**config.mk**
```make
export PLATFORM = sky130hd
export DESIGN_NAME = vga_plus
export DESIGN_NICKNAME = d
export VERILOG_FILES = /design/src/rtl/vga_pkg.sv /design/src/rtl/vga_timing.sv /design/src/rtl/vga_plus.sv
export SDC_FILE = /design/constraint.sdc
export NUM_CORES = 1
export LEC_CHECK = 0
export BUFFER_PORTS_ARGS = -buffer_cell sky130_fd_sc_hd__buf_2
export CORE_UTILIZATION = 30
export DETAILED_ROUTE_END_ITERATION = 7
export PLACE_DENSITY_LB_ADDON = 0.25
export SLEW_MARGIN = 30
export SYNTH_ARGS = -nofsm -noshare
export SYNTH_HDL_FRONTEND = slang
export SYNTH_SLANG_ARGS = --single-unit
```
**constraint.sdc**
```tcl
create_clock -name clk -period 3.6 [get_ports clk]
set_input_delay 0 -clock clk [delete_from_list [all_inputs] [get_ports clk]]
set_output_delay 0 -clock clk [all_outputs]
set_load 0.02 [all_outputs]
```
**src/rtl/vga_pkg.sv**
```systemverilog
`default_nettype none
// ============================================================================
// Module   : vga_pkg
// Brief    : 640x480@60 timing constants, derived totals and pattern colours.
// Revision : 1.0 - initial release
// ============================================================================
package vga_pkg;

    localparam int VGA_H_SYNC   = 96;
    localparam int VGA_H_BACK   = 48;
    localparam int VGA_H_ACTIVE = 640;
    localparam int VGA_H_FRONT  = 16;
    localparam int VGA_V_SYNC   = 2;
    localparam int VGA_V_BACK   = 33;
    localparam int VGA_V_ACTIVE = 480;
    localparam int VGA_V_FRONT  = 10;
    localparam int VGA_SQ_SIZE  = 32;

    localparam int VGA_H_TOTAL     = VGA_H_SYNC + VGA_H_BACK + VGA_H_ACTIVE + VGA_H_FRONT;
    localparam int VGA_V_TOTAL     = VGA_V_SYNC + VGA_V_BACK + VGA_V_ACTIVE + VGA_V_FRONT;
    localparam int VGA_H_ACT_START = VGA_H_SYNC + VGA_H_BACK;
    localparam int VGA_H_ACT_END   = VGA_H_ACT_START + VGA_H_ACTIVE;
    localparam int VGA_V_ACT_START = VGA_V_SYNC + VGA_V_BACK;
    localparam int VGA_V_ACT_END   = VGA_V_ACT_START + VGA_V_ACTIVE;

    // Counter and coordinate width; holds totals up to 1023.
    localparam int CNT_W = 10;

    localparam logic [15:0] COLOR_WHITE   = 16'hFFFF;
    localparam logic [15:0] COLOR_YELLOW  = 16'hFFE0;
    localparam logic [15:0] COLOR_CYAN    = 16'h07FF;
    localparam logic [15:0] COLOR_GREEN   = 16'h07E0;
    localparam logic [15:0] COLOR_MAGENTA = 16'hF81F;
    localparam logic [15:0] COLOR_RED     = 16'hF800;
    localparam logic [15:0] COLOR_BLUE    = 16'h001F;
    localparam logic [15:0] COLOR_BLACK   = 16'h0000;
    localparam logic [15:0] COLOR_SQUARE  = 16'h8410;

    function automatic logic [15:0] bar_color(input logic [2:0] idx);
        case (idx)
            3'd0:    bar_color = COLOR_WHITE;
            3'd1:    bar_color = COLOR_YELLOW;
            3'd2:    bar_color = COLOR_CYAN;
            3'd3:    bar_color = COLOR_GREEN;
            3'd4:    bar_color = COLOR_MAGENTA;
            3'd5:    bar_color = COLOR_RED;
            3'd6:    bar_color = COLOR_BLUE;
            default: bar_color = COLOR_BLACK;
        endcase
    endfunction

endpackage
`default_nettype wire

```
**src/rtl/vga_timing.sv**
```systemverilog
`default_nettype none
// ============================================================================
// Module   : vga_timing
// Brief    : Pixel enable, h/v counters, sync levels and active-area x/y.
// Revision : 1.0 - initial release
// ============================================================================
module vga_timing
    import vga_pkg::*;
#(
    parameter int H_SYNC   = VGA_H_SYNC,
    parameter int H_BACK   = VGA_H_BACK,
    parameter int H_ACTIVE = VGA_H_ACTIVE,
    parameter int H_FRONT  = VGA_H_FRONT,
    parameter int V_SYNC   = VGA_V_SYNC,
    parameter int V_BACK   = VGA_V_BACK,
    parameter int V_ACTIVE = VGA_V_ACTIVE,
    parameter int V_FRONT  = VGA_V_FRONT
) (
    input  logic             clk,
    input  logic             rst_n,
    output logic             o_hsync_n,
    output logic             o_vsync_n,
    output logic             o_active,
    output logic [CNT_W-1:0] o_x,
    output logic [CNT_W-1:0] o_y,
    output logic             o_frame_end
);

    localparam int H_TOTAL     = H_SYNC + H_BACK + H_ACTIVE + H_FRONT;
    localparam int V_TOTAL     = V_SYNC + V_BACK + V_ACTIVE + V_FRONT;
    localparam int H_ACT_START = H_SYNC + H_BACK;
    localparam int H_ACT_END   = H_ACT_START + H_ACTIVE;
    localparam int V_ACT_START = V_SYNC + V_BACK;
    localparam int V_ACT_END   = V_ACT_START + V_ACTIVE;

    logic             r_pix_en;
    logic [CNT_W-1:0] r_h_cnt;
    logic [CNT_W-1:0] r_v_cnt;
    logic             w_h_last;
    logic             w_v_last;
    logic             w_h_act;
    logic             w_v_act;

    assign w_h_last = (r_h_cnt == CNT_W'(H_TOTAL - 1));
    assign w_v_last = (r_v_cnt == CNT_W'(V_TOTAL - 1));

    // The port named rst_n is an active-high asynchronous reset.
    always_ff @(posedge clk or posedge rst_n) begin
        if (rst_n) begin
            r_pix_en <= 1'b0;
            r_h_cnt  <= '0;
            r_v_cnt  <= '0;
        end else begin
            r_pix_en <= ~r_pix_en;
            if (r_pix_en) begin
                if (w_h_last) begin
                    r_h_cnt <= '0;
                    r_v_cnt <= w_v_last ? '0 : r_v_cnt + CNT_W'(1);
                end else begin
                    r_h_cnt <= r_h_cnt + CNT_W'(1);
                end
            end
        end
    end

    assign o_hsync_n   = (r_h_cnt >= CNT_W'(H_SYNC));
    assign o_vsync_n   = (r_v_cnt >= CNT_W'(V_SYNC));
    assign w_h_act     = (r_h_cnt >= CNT_W'(H_ACT_START)) && (r_h_cnt < CNT_W'(H_ACT_END));
    assign w_v_act     = (r_v_cnt >= CNT_W'(V_ACT_START)) && (r_v_cnt < CNT_W'(V_ACT_END));
    assign o_active    = w_h_act && w_v_act;
    assign o_x         = r_h_cnt - CNT_W'(H_ACT_START);
    assign o_y         = r_v_cnt - CNT_W'(V_ACT_START);
    assign o_frame_end = r_pix_en && w_h_last && w_v_last;

endmodule
`default_nettype wire

```
**src/rtl/vga_plus.sv**
```systemverilog
`default_nettype none
// ============================================================================
// Module   : vga_plus
// Brief    : VGA colour-bar source with a bouncing grey square, RGB565 out.
// Revision : 1.0 - initial release
// ============================================================================
module vga_plus
    import vga_pkg::*;
#(
    parameter int H_SYNC   = VGA_H_SYNC,
    parameter int H_BACK   = VGA_H_BACK,
    parameter int H_ACTIVE = VGA_H_ACTIVE,
    parameter int H_FRONT  = VGA_H_FRONT,
    parameter int V_SYNC   = VGA_V_SYNC,
    parameter int V_BACK   = VGA_V_BACK,
    parameter int V_ACTIVE = VGA_V_ACTIVE,
    parameter int V_FRONT  = VGA_V_FRONT,
    parameter int SQ_SIZE  = VGA_SQ_SIZE
) (
    input  logic        clk,
    input  logic        rst_n,
    output logic        hsync,
    output logic        vsync,
    output logic [15:0] rgb
);

    localparam int BAR_W = H_ACTIVE / 8;
    localparam int SUM_W = CNT_W + 1;
    // Positions one step short of each limit: the move that lands on the limit flips direction.
    localparam logic [CNT_W-1:0] X_TURN = CNT_W'(H_ACTIVE - SQ_SIZE - 1);
    localparam logic [CNT_W-1:0] Y_TURN = CNT_W'(V_ACTIVE - SQ_SIZE - 1);

    logic             w_hsync_n;
    logic             w_vsync_n;
    logic             w_active;
    logic [CNT_W-1:0] w_x;
    logic [CNT_W-1:0] w_y;
    logic             w_frame_end;
    logic [2:0]       w_bar;
    logic             w_in_sq;
    logic [15:0]      w_pixel;

    logic [CNT_W-1:0] r_sq_x;
    logic [CNT_W-1:0] r_sq_y;
    logic             r_dx;
    logic             r_dy;

    vga_timing #(
        .H_SYNC   (H_SYNC),
        .H_BACK   (H_BACK),
        .H_ACTIVE (H_ACTIVE),
        .H_FRONT  (H_FRONT),
        .V_SYNC   (V_SYNC),
        .V_BACK   (V_BACK),
        .V_ACTIVE (V_ACTIVE),
        .V_FRONT  (V_FRONT)
    ) u_timing (
        .clk         (clk),
        .rst_n       (rst_n),
        .o_hsync_n   (w_hsync_n),
        .o_vsync_n   (w_vsync_n),
        .o_active    (w_active),
        .o_x         (w_x),
        .o_y         (w_y),
        .o_frame_end (w_frame_end)
    );

    // Bar index as x / BAR_W, built from threshold compares instead of a divider.
    always_comb begin
        w_bar = 3'd0;
        for (int i = 1; i < 8; i++) begin
            if (w_x >= CNT_W'(i * BAR_W)) begin
                w_bar = 3'(i);
            end
        end
    end

    assign w_in_sq = (w_x >= r_sq_x) && ({1'b0, w_x} < ({1'b0, r_sq_x} + SUM_W'(SQ_SIZE))) &&
                     (w_y >= r_sq_y) && ({1'b0, w_y} < ({1'b0, r_sq_y} + SUM_W'(SQ_SIZE)));

    always_comb begin
        w_pixel = COLOR_BLACK;
        if (w_active) begin
            w_pixel = w_in_sq ? COLOR_SQUARE : bar_color(w_bar);
        end
    end

    always_ff @(posedge clk or posedge rst_n) begin
        if (rst_n) begin
            r_sq_x <= '0;
            r_sq_y <= '0;
            r_dx   <= 1'b1;
            r_dy   <= 1'b1;
        end else if (w_frame_end) begin
            if (r_dx) begin
                r_sq_x <= r_sq_x + CNT_W'(1);
                if (r_sq_x == X_TURN) r_dx <= 1'b0;
            end else begin
                r_sq_x <= r_sq_x - CNT_W'(1);
                if (r_sq_x == CNT_W'(1)) r_dx <= 1'b1;
            end
            if (r_dy) begin
                r_sq_y <= r_sq_y + CNT_W'(1);
                if (r_sq_y == Y_TURN) r_dy <= 1'b0;
            end else begin
                r_sq_y <= r_sq_y - CNT_W'(1);
                if (r_sq_y == CNT_W'(1)) r_dy <= 1'b1;
            end
        end
    end

    always_ff @(posedge clk or posedge rst_n) begin
        if (rst_n) begin
            hsync <= 1'b1;
            vsync <= 1'b1;
            rgb   <= 16'h0000;
        end else begin
            hsync <= w_hsync_n;
            vsync <= w_vsync_n;
            rgb   <= w_pixel;
        end
    end

endmodule
`default_nettype wire

```
==> impl_metrics.csv, run 1 <==
group,metric,value,unit
outcome,status,"finished, final reports clean",
timing,relSlewSlack,0.5522,
final_layout,finalNonFillerCells,673,
timing,tns,0,ps
final_layout,area_growth,8.949,%
cts,cts_tree,"done",
final_layout,n_antenna_cell,0,
floorplanning,io_pins,20,
timing,finalSetupViolCount,0,
cts,clock_sinks,51,
yosys,seq_area_frac_synth,0.2966,
floorplanning,rows,43,
drt,drc,0,
drt,ant_nets,0,
setup_path,crit_family,"simple AND/OR/NAND/NOR gates",
power_and_ir_drop,ir_drop,164.5,uV
setup_path,timing.rr.end,"rgb[3]",
global_route,grt_max_degree,52,
timing,finalCritPeriodShare,0.9141,
timing,fin_crit,3291,ps
global_route,use_met2,0.2352,
global_route,met1_usage,0.1877,
timing,clock-skew-final,9.417,ps
power_and_ir_drop,p_sw,0.0002361,W
place,dpl.cell_count,664,
global_route,antenna_found_initial,0,
yosys,synth-async-reset-ratio,1.000,
cts,clock_latency,310,ps
yosys,synth-edff-count,0,
setup_path,cp_max_fo,8,
timing,worstMarginPinSlew,671.6,ps
global_route,grt-ovfl-total,0,
floorplanning,die_h,122.0,um
setup_path,start_kind,"flop",
cts,clk_pin_slew,70,ps
setup_path,cp.depth,12,
drt,routedWlPerCell,14.45,um
power_and_ir_drop,cellPowerDensity,245.8,mW/mm^2
power_and_ir_drop,p_int,0.0009210,W
drt,drt-total-wl,9.728,mm
yosys,synthFlopType,"dfrtp_1",
cts,cts_buffer_depth,2,
setup_path,startpoint,"u_timing.r_v_cnt[0]",
setup_path,worstReg2RegStart,"u_timing.r_v_cnt[0]",
drt,avgViaCountPerCell,5.082,
global_route,busiest_layer,"met2",
floorplanning,die_area,0.01489,mm^2
global_route,grt.total_usage,0.1433,
power_and_ir_drop,swShare,0.2041,
place,gp_congestion,0.8594,
cts,cts_buffers,5,
setup_path,cp.arrival,3470,ps
yosys,syn_area,0.004320,mm^2
place,port_buffers,19,
setup_path,cp_cell_sequence,"ha_1, or4_4, nand2_1, nand2_1, xnor2_1, ha_1, a21oi_1, o21ai_0, a21o_1, o21ai_0, nand4_1, nor3b_1",
global_route,grt_first_pass_wirelength,16.76,mm
setup_path,reg2regPathDepth,12,
floorplanning,die_x,122.0,um
yosys,synth.distinct_cells,72,
final_layout,nFillCells,1486,
cts,root_buffer,"clkbuf_16",
power_and_ir_drop,power_leakage,2.023,nW
setup_path,critical_path_buf_inv_count,0,
setup_path,slowest_delay,590,ps
timing,finalMaxSlewViolations,0,
timing,fmax,303.9,MHz
cts,cts_setup_buffers,0,
final_layout,nNetsFinal,544,
floorplanning,start_util,0.3089,
setup_path,cp.required,3780,ps
timing,hold_violations,0,
setup_path,cp-endpoint,"rgb[3]",
setup_path,cp_slowest_cell,"or4_4",
place,dp.final_hpwl,7.330,mm
setup_path,r2r_slack,310,ps
global_route,grt_pass1_vias,3431,
final_layout,drive_above_1_share,0.1298,
global_route,use_met3,0.02341,
power_and_ir_drop,power,0.001157,W
drt,vias,3420,
flow_run,drv_cap,0,
yosys,syn-num-nets,539,
yosys,avgSynthCellArea,8.871,um^2
timing,rsz0062_at_grt,"no",
min_path,hp-class,"in2async",
yosys,synth.yosys.warnings,0,
drt,first_pass_iters,6,
power_and_ir_drop,combPwrFrac,0.012,
drt,first_iter_violations,220,
setup_path,path_class,"reg2reg",
setup_path,end_kind,"flop",
floorplanning,core_region_area,0.01399,mm^2
power_and_ir_drop,p_clk_frac,0.493,
yosys,ys_seq_elements,51,
power_and_ir_drop,p_seq_frac,0.495,
yosys,synthCells,487,
cts,htreeDepth,2,
power by group through the flow:
stage | combinational [W] | sequential (W) | clock, W
final | 0.0000135 | 0.000573 | 0.000571
after CTS | 0.0000148 | 0.000573 | 0.000594
after global placement | 0.0000138 | 0.000584 | 0
after floorplan | 0.00000834 | 0.000584 | 0
after detailed placement | 0.0000140 | 0.000584 | 0
after global routing | 0.0000166 | 0.000573 | 0.000611
kinds of logic (layout without fill, tap and decap cells):
logic type | after synthesis | count (layout) | share of synthesized area
AOI/OAI and AO/OA | 105 | 105 | 0.1680
muxes | 4 | 4 | 0.009557
adders and majority gates | 50 | 50 | 0.1448
and+or+nand+nor | 164 | 164 | 0.2126
DFF | 51 | 51 | 0.2966
buffers and inverters | 66 | 72 | 0.07153
xor gates and xnor gates | 47 | 47 | 0.09702
synth_stat cells (all sizes together) (3+ instances only):
| cell type | n | area, um^2 |
|---|---|---|
| ha | 50 | 625.6 |
| a22oi | 3 | 22.52 |
| nand4 | 13 | 81.33 |
| nor2b | 9 | 56.30 |
| nor4 | 7 | 43.79 |
| clkbuf | 10 | 38.78 |
| nand2 | 35 | 138.9 |
| o211ai | 6 | 50.05 |
| nand3 | 15 | 75.07 |
| dfstp | 4 | 105.1 |
| nor3 | 15 | 80.08 |
| xor2 | 11 | 96.34 |
| a41oi | 3 | 26.28 |
| nor2 | 34 | 140.1 |
| or3 | 6 | 47.54 |
| and3 | 4 | 25.02 |
| inv | 37 | 138.9 |
| mux2i | 3 | 30.03 |
| a31o | 3 | 26.28 |
| a21oi | 28 | 158.9 |
| o21ai | 23 | 115.1 |
| nand2b | 8 | 50.05 |
| xnor2 | 36 | 322.8 |
| a21o | 3 | 22.52 |
| o21a | 4 | 30.03 |
| buf | 19 | 131.4 |
| o31ai | 3 | 22.52 |
| dfrtp | 47 | 1176 |
| a211oi | 3 | 22.52 |
sequential cells by signal, indices dropped and copies added, names as in the netlist:
register / cells
hsync: 1
r_dx: 1
r_dy: 1
r_sq_x: 10
r_sq_y: 10
rgb: 6
u_timing.r_h_cnt: 10
u_timing.r_pix_en: 1
u_timing.r_v_cnt: 10
vsync: 1
metal layers:
layer  wire [um]  vias up
met1        4719     1607
met2        4526       68
met5           0        -
met4         156        0
li1            -     1735
met3         326       10
worst reg2reg max path: cells and delay by family (launching register included):
family          cells  cell delay (ps)
simple gates        5             1210
compound gates      4              720
fa+ha+maj           2              580
flops               1              450
xor+xnor            1              200
cell type report:
| type | instances | area (um^2) | area share |
|---|---|---|---|
| timing repair buffer | 27 | 157.7 | 0.03349 |
| tap | 180 | 225.2 | 0.04785 |
| multi-input combinational | 370 | 2730 | 0.5800 |
| sequential | 51 | 1281 | 0.2722 |
| clock inverter | 2 | 35.03 | 0.007443 |
| clock buffer | 6 | 138.9 | 0.02951 |
| inverter | 37 | 138.9 | 0.02951 |
how the worst min path moves through the flow:
stage,slack [ps],from,cells past startpoint,to
2_1_floorplan,350,rst_n,1,r_sq_x[0]
6_report,420,rst_n,4,r_sq_x[2]
4_1_cts,440,rst_n,4,r_sq_x[1]
3_5_place_dp,240,rst_n,3,r_sq_x[1]
3_3_place_gp,230,rst_n,3,r_sq_y[6]
5_1_grt,510,rst_n,4,r_sq_x[1]
cell usage in the layout, fill, tap and decap left out, types with 3 or more instances in the layout:
master	n
nor2_2	5
a41oi_1	3
o211ai_1	5
o21a_1	4
a31o_2	3
or3_1	4
nand4_1	13
dfstp_2	4
buf_4	7
nand2b_1	8
a21oi_2	5
nand2_1	34
nor2_1	29
o31ai_1	3
a21oi_1	23
inv_1	36
nand3_1	15
nor2b_1	9
buf_2	19
mux2i_1	3
a21o_1	3
a211oi_1	3
clkbuf_16	5
o21ai_0	23
nor4_1	7
nor3_1	14
xnor2_1	35
ha_1	50
xor2_1	11
dfrtp_1	47
and3_1	4
a22oi_1	3
per-stage QoR:
step / hold slack, ps / instance area [um^2] / util / worst slack [ps]
after global placement: 227.6 / 4523 / 0.3233 / 373.3
after floorplan: 354.5 / 4320 / - / 710.4
after global routing: 506.9 / 4707 / 0.3365 / 41.59
after CTS: 443.9 / 4707 / 0.3365 / 316.0
after detailed placement: 235.3 / 4523 / 0.3233 / 324.1
final: 425.0 / 4707 / 0.3365 / 309.2
repair_timing:
action	4_1_cts	5_1_grt
gates resized for setup	0	0
hold buffers	1	0
endpoints found under the hold margin	47	0
No activity file was read; power rests on OpenSTA's default activity.
==> run 2: changes to the inputs <==
- PLACE_DENSITY: not set -> 0.48
- PLACE_DENSITY_LB_ADDON: 0.25 -> not set
==> impl_metrics.csv, run 2 (same netlist as run 1, synthesis figures left out) <==
group,metric,value,unit
floorplanning,die_area,0.01489,mm^2
drt,drt-total-wl,9.848,mm
final_layout,nNetsFinal,545,
place,gp_congestion,0.8029,
timing,fmax,299.6,MHz
global_route,antenna_found_initial,0,
timing,relSlewSlack,0.5543,
setup_path,start_kind,"flop",
global_route,grt_max_degree,52,
cts,ctsResizeCount,0,
setup_path,cp_max_fo,8,
timing,rsz0062_at_grt,"no",
timing,finalMaxSlewViolations,0,
timing,fin_hold_ws,423.0,ps
cts,cts_buffer_depth,2,
final_layout,drive_above_1_share,0.1278,
drt,drc,0,
setup_path,critical_path_buf_inv_count,0,
cts,clock_sinks,51,
global_route,grt.total_usage,0.1445,
floorplanning,die_x,122.0,um
timing,finalCritPeriodShare,0.9273,
floorplanning,rows,43,
timing,clock-skew-final,7.477,ps
cts,root_buffer,"clkbuf_16",
timing,fin_crit,3338,ps
cts,cts_setup_buffers,0,
drt,top_layer_used,"met4",
floorplanning,die_h,122.0,um
final_layout,area_growth,8.775,%
floorplanning,start_util,0.3089,
setup_path,slowest_delay,590,ps
cts,htreeDepth,2,
cts,clock_latency,300,ps
cts,cts_buffers,5,
setup_path,cp.required,3770,ps
floorplanning,io_pins,20,
power_and_ir_drop,ir_drop,173.0,uV
setup_path,r2r_slack,260,ps
drt,first_pass_iters,4,
final_layout,final_cell_mix,"ha_1, dfrtp_1, inv_1, xnor2_1, nand2_1",
drt,routedWlPerCell,14.63,um
drt,wl_met2,4.625,mm
timing,tns,0,ps
setup_path,path_class,"reg2reg",
place,port_buffers,19,
setup_path,end_kind,"flop",
timing,finalSetupViolCount,0,
min_path,hp-class,"in2async",
setup_path,crit_family,"simple AND/OR/NAND/NOR gates",
global_route,grt_first_pass_wirelength,16.84,mm
timing,hold_violations,0,
global_route,grt-ovfl-total,0,
power_and_ir_drop,cellPowerDensity,239.5,mW/mm^2
cts,cts_tree,"done",
place,dp.final_hpwl,7.412,mm
global_route,grt_pass1_vias,3360,
floorplanning,core_region_area,0.01399,mm^2
drt,first_iter_violations,273,
drt,wl_met3,276,um
drt,vias,3445,
setup_path,cp_slowest_cell,"or4_4",
final_layout,layout_commonest_cell,"ha_1",
outcome,status,"finished, final reports clean",
power_and_ir_drop,power_leakage,2.018,nW
setup_path,cp_cell_sequence,"ha_1, or4_4, nand2_1, nand2_1, xnor2_1, ha_1, a21oi_1, o21ai_0, a21o_1, o21ai_0, nand4_1, nor3b_1",
drt,ant_nets,0,
setup_path,cp.arrival,3510,ps
cts,hold_buffers,1,
cts,clk_pin_slew,70,ps
drt,wl_met1,4.829,mm
final_layout,n_antenna_cell,0,
flow_run,drv_cap,0,
drt,avgViaCountPerCell,5.119,
timing,worstMarginPinSlew,668.6,ps
[run 2: power breakdown]
part	switching, W	internal, W
registers	0	0.000573
clock network	0.000214	0.000325
logic	0.0000116	0.00000191
total	0.000226	0.000900
[run 2: final cells by class]
type / count / area, um^2
clock buffers: 6 / 128.9
fillers: 1511 / 9289
inverters: 37 / 138.9
well taps: 180 / 225.2
clock inverters: 1 / 30.03
repair buffers: 28 / 165.2
flip-flops and latches: 51 / 1281
multi-input cells: 370 / 2730
[run 2: metrics by stage]
step	power, W	area [um^2]	setup WS (ps)	util	instances
6_report	0.001126	4700	261.8	0.3360	673
5_1_grt	0.001170	4700	43.65	0.3360	673
4_1_cts	0.001149	4700	279.2	0.3360	673
3_5_place_dp	0.0005978	4531	292.7	0.3239	665
3_3_place_gp	0.0005976	4531	380.6	0.3239	665
2_1_floorplan	0.0005921	4320	710.4	-	487
[run 2: layer usage]
metal / track usage / vias up
met4: 0.04090 / 0
met1: 0.1935 / 1643
met2: 0.2334 / 48
li1: - / 1744
met3: 0.02949 / 10
met5: 0 / -
[run 2: worst min-delay path: stages]
cell,delay [ps]
dlygate4sd3_1,530
buf_2,120
inv_2,30
buf_4,520
[run 2: final timing paths]
kind,start,endpoint,depth (start not counted)
hold reg to reg,r_sq_x[9],r_dx,1
max in group asynchronous,rst_n,r_sq_y[3],4
min in group clk,r_sq_x[9],r_dx,1
hold / removal,rst_n,r_sq_x[1],4
setup / recovery,u_timing.r_v_cnt[0],rgb[3],12
setup reg to reg,u_timing.r_v_cnt[0],rgb[3],12
==> run 3: changes to the inputs <==
==> constraint.sdc (replaced) <==
create_clock -name clk -period 3.6 [get_ports clk]
set_input_delay 0.54 -clock clk [delete_from_list [all_inputs] [get_ports clk]]
set_output_delay 0.54 -clock clk [all_outputs]
set_load 0.02 [all_outputs]
==> impl_metrics.csv, run 3 (same netlist as run 1, synthesis figures left out) <==
group,metric,value,unit
outcome,status,"finished, final reports clean",
place,port_buffers,19,
place,dp.final_hpwl,7.475,mm
final_layout,area_growth,8.572,%
setup_path,cp.arrival,3530,ps
floorplanning,rows,43,
place,dpl.cell_count,665,
drt,first_pass_iters,4,
final_layout,nFillCells,1455,
drt,avgViaCountPerCell,5.138,
floorplanning,die_x,122.0,um
drt,drc,0,
timing,clock-skew-final,9.987,ps
floorplanning,start_util,0.3089,
global_route,use_met2,0.2331,
floorplanning,die_h,122.0,um
timing,relSlewSlack,0.5907,
timing,hold_violations,0,
global_route,grt-ovfl-total,0,
cts,clk_pin_slew,70,ps
cts,clock_latency,300,ps
power_and_ir_drop,ir_drop,173.7,uV
final_layout,n_antenna_cell,0,
global_route,met1_usage,0.1865,
cts,htreeDepth,2,
drt,vias,3458,
floorplanning,io_pins,20,
global_route,antenna_found_initial,0,
global_route,grt_first_pass_wirelength,16.47,mm
cts,ctsResizeCount,0,
timing,finalMaxSlewViolations,0,
final_layout,postLayoutCoreUtil,0.3353,
timing,tns,0,ps
min_path,hp-class,"in2async",
cts,cts_buffer_depth,2,
global_route,grt_pass1_vias,3258,
timing,finalCritPeriodShare,0.9321,
place,gp_congestion,0.8049,
timing,worstMarginPinSlew,608.3,ps
timing,fmax,298.0,MHz
global_route,grt.total_usage,0.1412,
cts,root_buffer,"clkbuf_16",
drt,routedWlPerCell,14.42,um
global_route,grt_max_degree,28,
setup_path,end_kind,"flop",
power_and_ir_drop,cellPowerDensity,235.6,mW/mm^2
flow_run,drv_cap,0,
setup_path,r2r_slack,240,ps
setup_path,start_kind,"flop",
final_layout,nNetsFinal,544,
setup_path,cp.required,3780,ps
drt,ant_nets,0,
floorplanning,die_area,0.01489,mm^2
cts,hold_buffers,0,
timing,finalSetupViolCount,0,
final_layout,drive_above_1_share,0.1318,
drt,first_iter_violations,235,
setup_path,path_class,"reg2reg",
timing,rsz0062_at_grt,"no",
cts,cts_tree,"done",
final_layout,final_cell_mix,"ha_1, dfrtp_1, inv_1, xnor2_1, nand2_1",
drt,drt-total-wl,9.708,mm
cts,clock_sinks,51,
power_and_ir_drop,power_leakage,2.013,nW
cts,cts_buffers,5,
floorplanning,core_region_area,0.01399,mm^2
setup_path,cp_max_fo,8,
final_layout,layout_commonest_cell,"ha_1",
final_layout,finalNonFillerCells,673,
global_route,busiest_layer,"met2",
cts,cts_setup_buffers,0,
global_route,use_met3,0.02809,
timing,fin_crit,3355,ps
run 3: worst paths after layout:
check	to	startpoint	depth (start not counted)
max	rgb[3]	u_timing.r_v_cnt[0]	12
min	r_sq_x[6]	rst_n	2
max reg2reg	rgb[3]	u_timing.r_v_cnt[0]	12
min reg2reg	r_dx	r_sq_x[9]	1
max in group asynchronous	hsync	rst_n	3
min in group clk	r_dx	r_sq_x[9]	1
run 3: where the power goes:
group / switching [W] / leakage, nW / internal (W)
clock: 0.000224 / 0.0761 / 0.000296
combinational: 0.0000113 / 1.25 / 0.00000120
sequential: 0 / 0.684 / 0.000573
total: 0.000235 / 2.01 / 0.000870
run 3: layout make-up:
| class | count | area, um^2 | area share |
|---|---|---|---|
| clock buffer | 7 | 152.6 | 0.03254 |
| clock inverter | 1 | 7.507 | 0.001600 |
| inverter | 37 | 138.9 | 0.02961 |
| multi-input combinational | 370 | 2730 | 0.5820 |
| sequential | 51 | 1281 | 0.2731 |
| tap | 180 | 225.2 | 0.04801 |
| timing repair buffer | 27 | 155.1 | 0.03308 |
run 3: per-layer routing:
metal	vias to the layer above	routed length [um]
met1	1660	4783
met5	-	0
li1	1741	-
met4	0	96
met3	6	279
met2	51	4549
run 3: through the flow:
stage	worst slack, ps	total power, W	instance area [um^2]	hold WS, ps
6_report	244.6	0.001105	4691	289.3
5_1_grt	27.13	0.001155	4691	353.4
4_1_cts	318.3	0.001128	4691	314.1
3_5_place_dp	324.6	0.0005977	4531	516.1
3_3_place_gp	375.0	0.0005976	4531	506.3
2_1_floorplan	710.4	0.0005921	4320	429.9
run 3: critical path: stages (launching register included):
cell and delay [ps]:
dfrtp_1 450, ha_1 300, or4_4 580, nand2_1 120, nand2_1 70, xnor2_1 200
ha_1 280, a21oi_1 120, o21ai_0 100, a21o_1 180, o21ai_0 370, nand4_1 250
nor3b_1 200
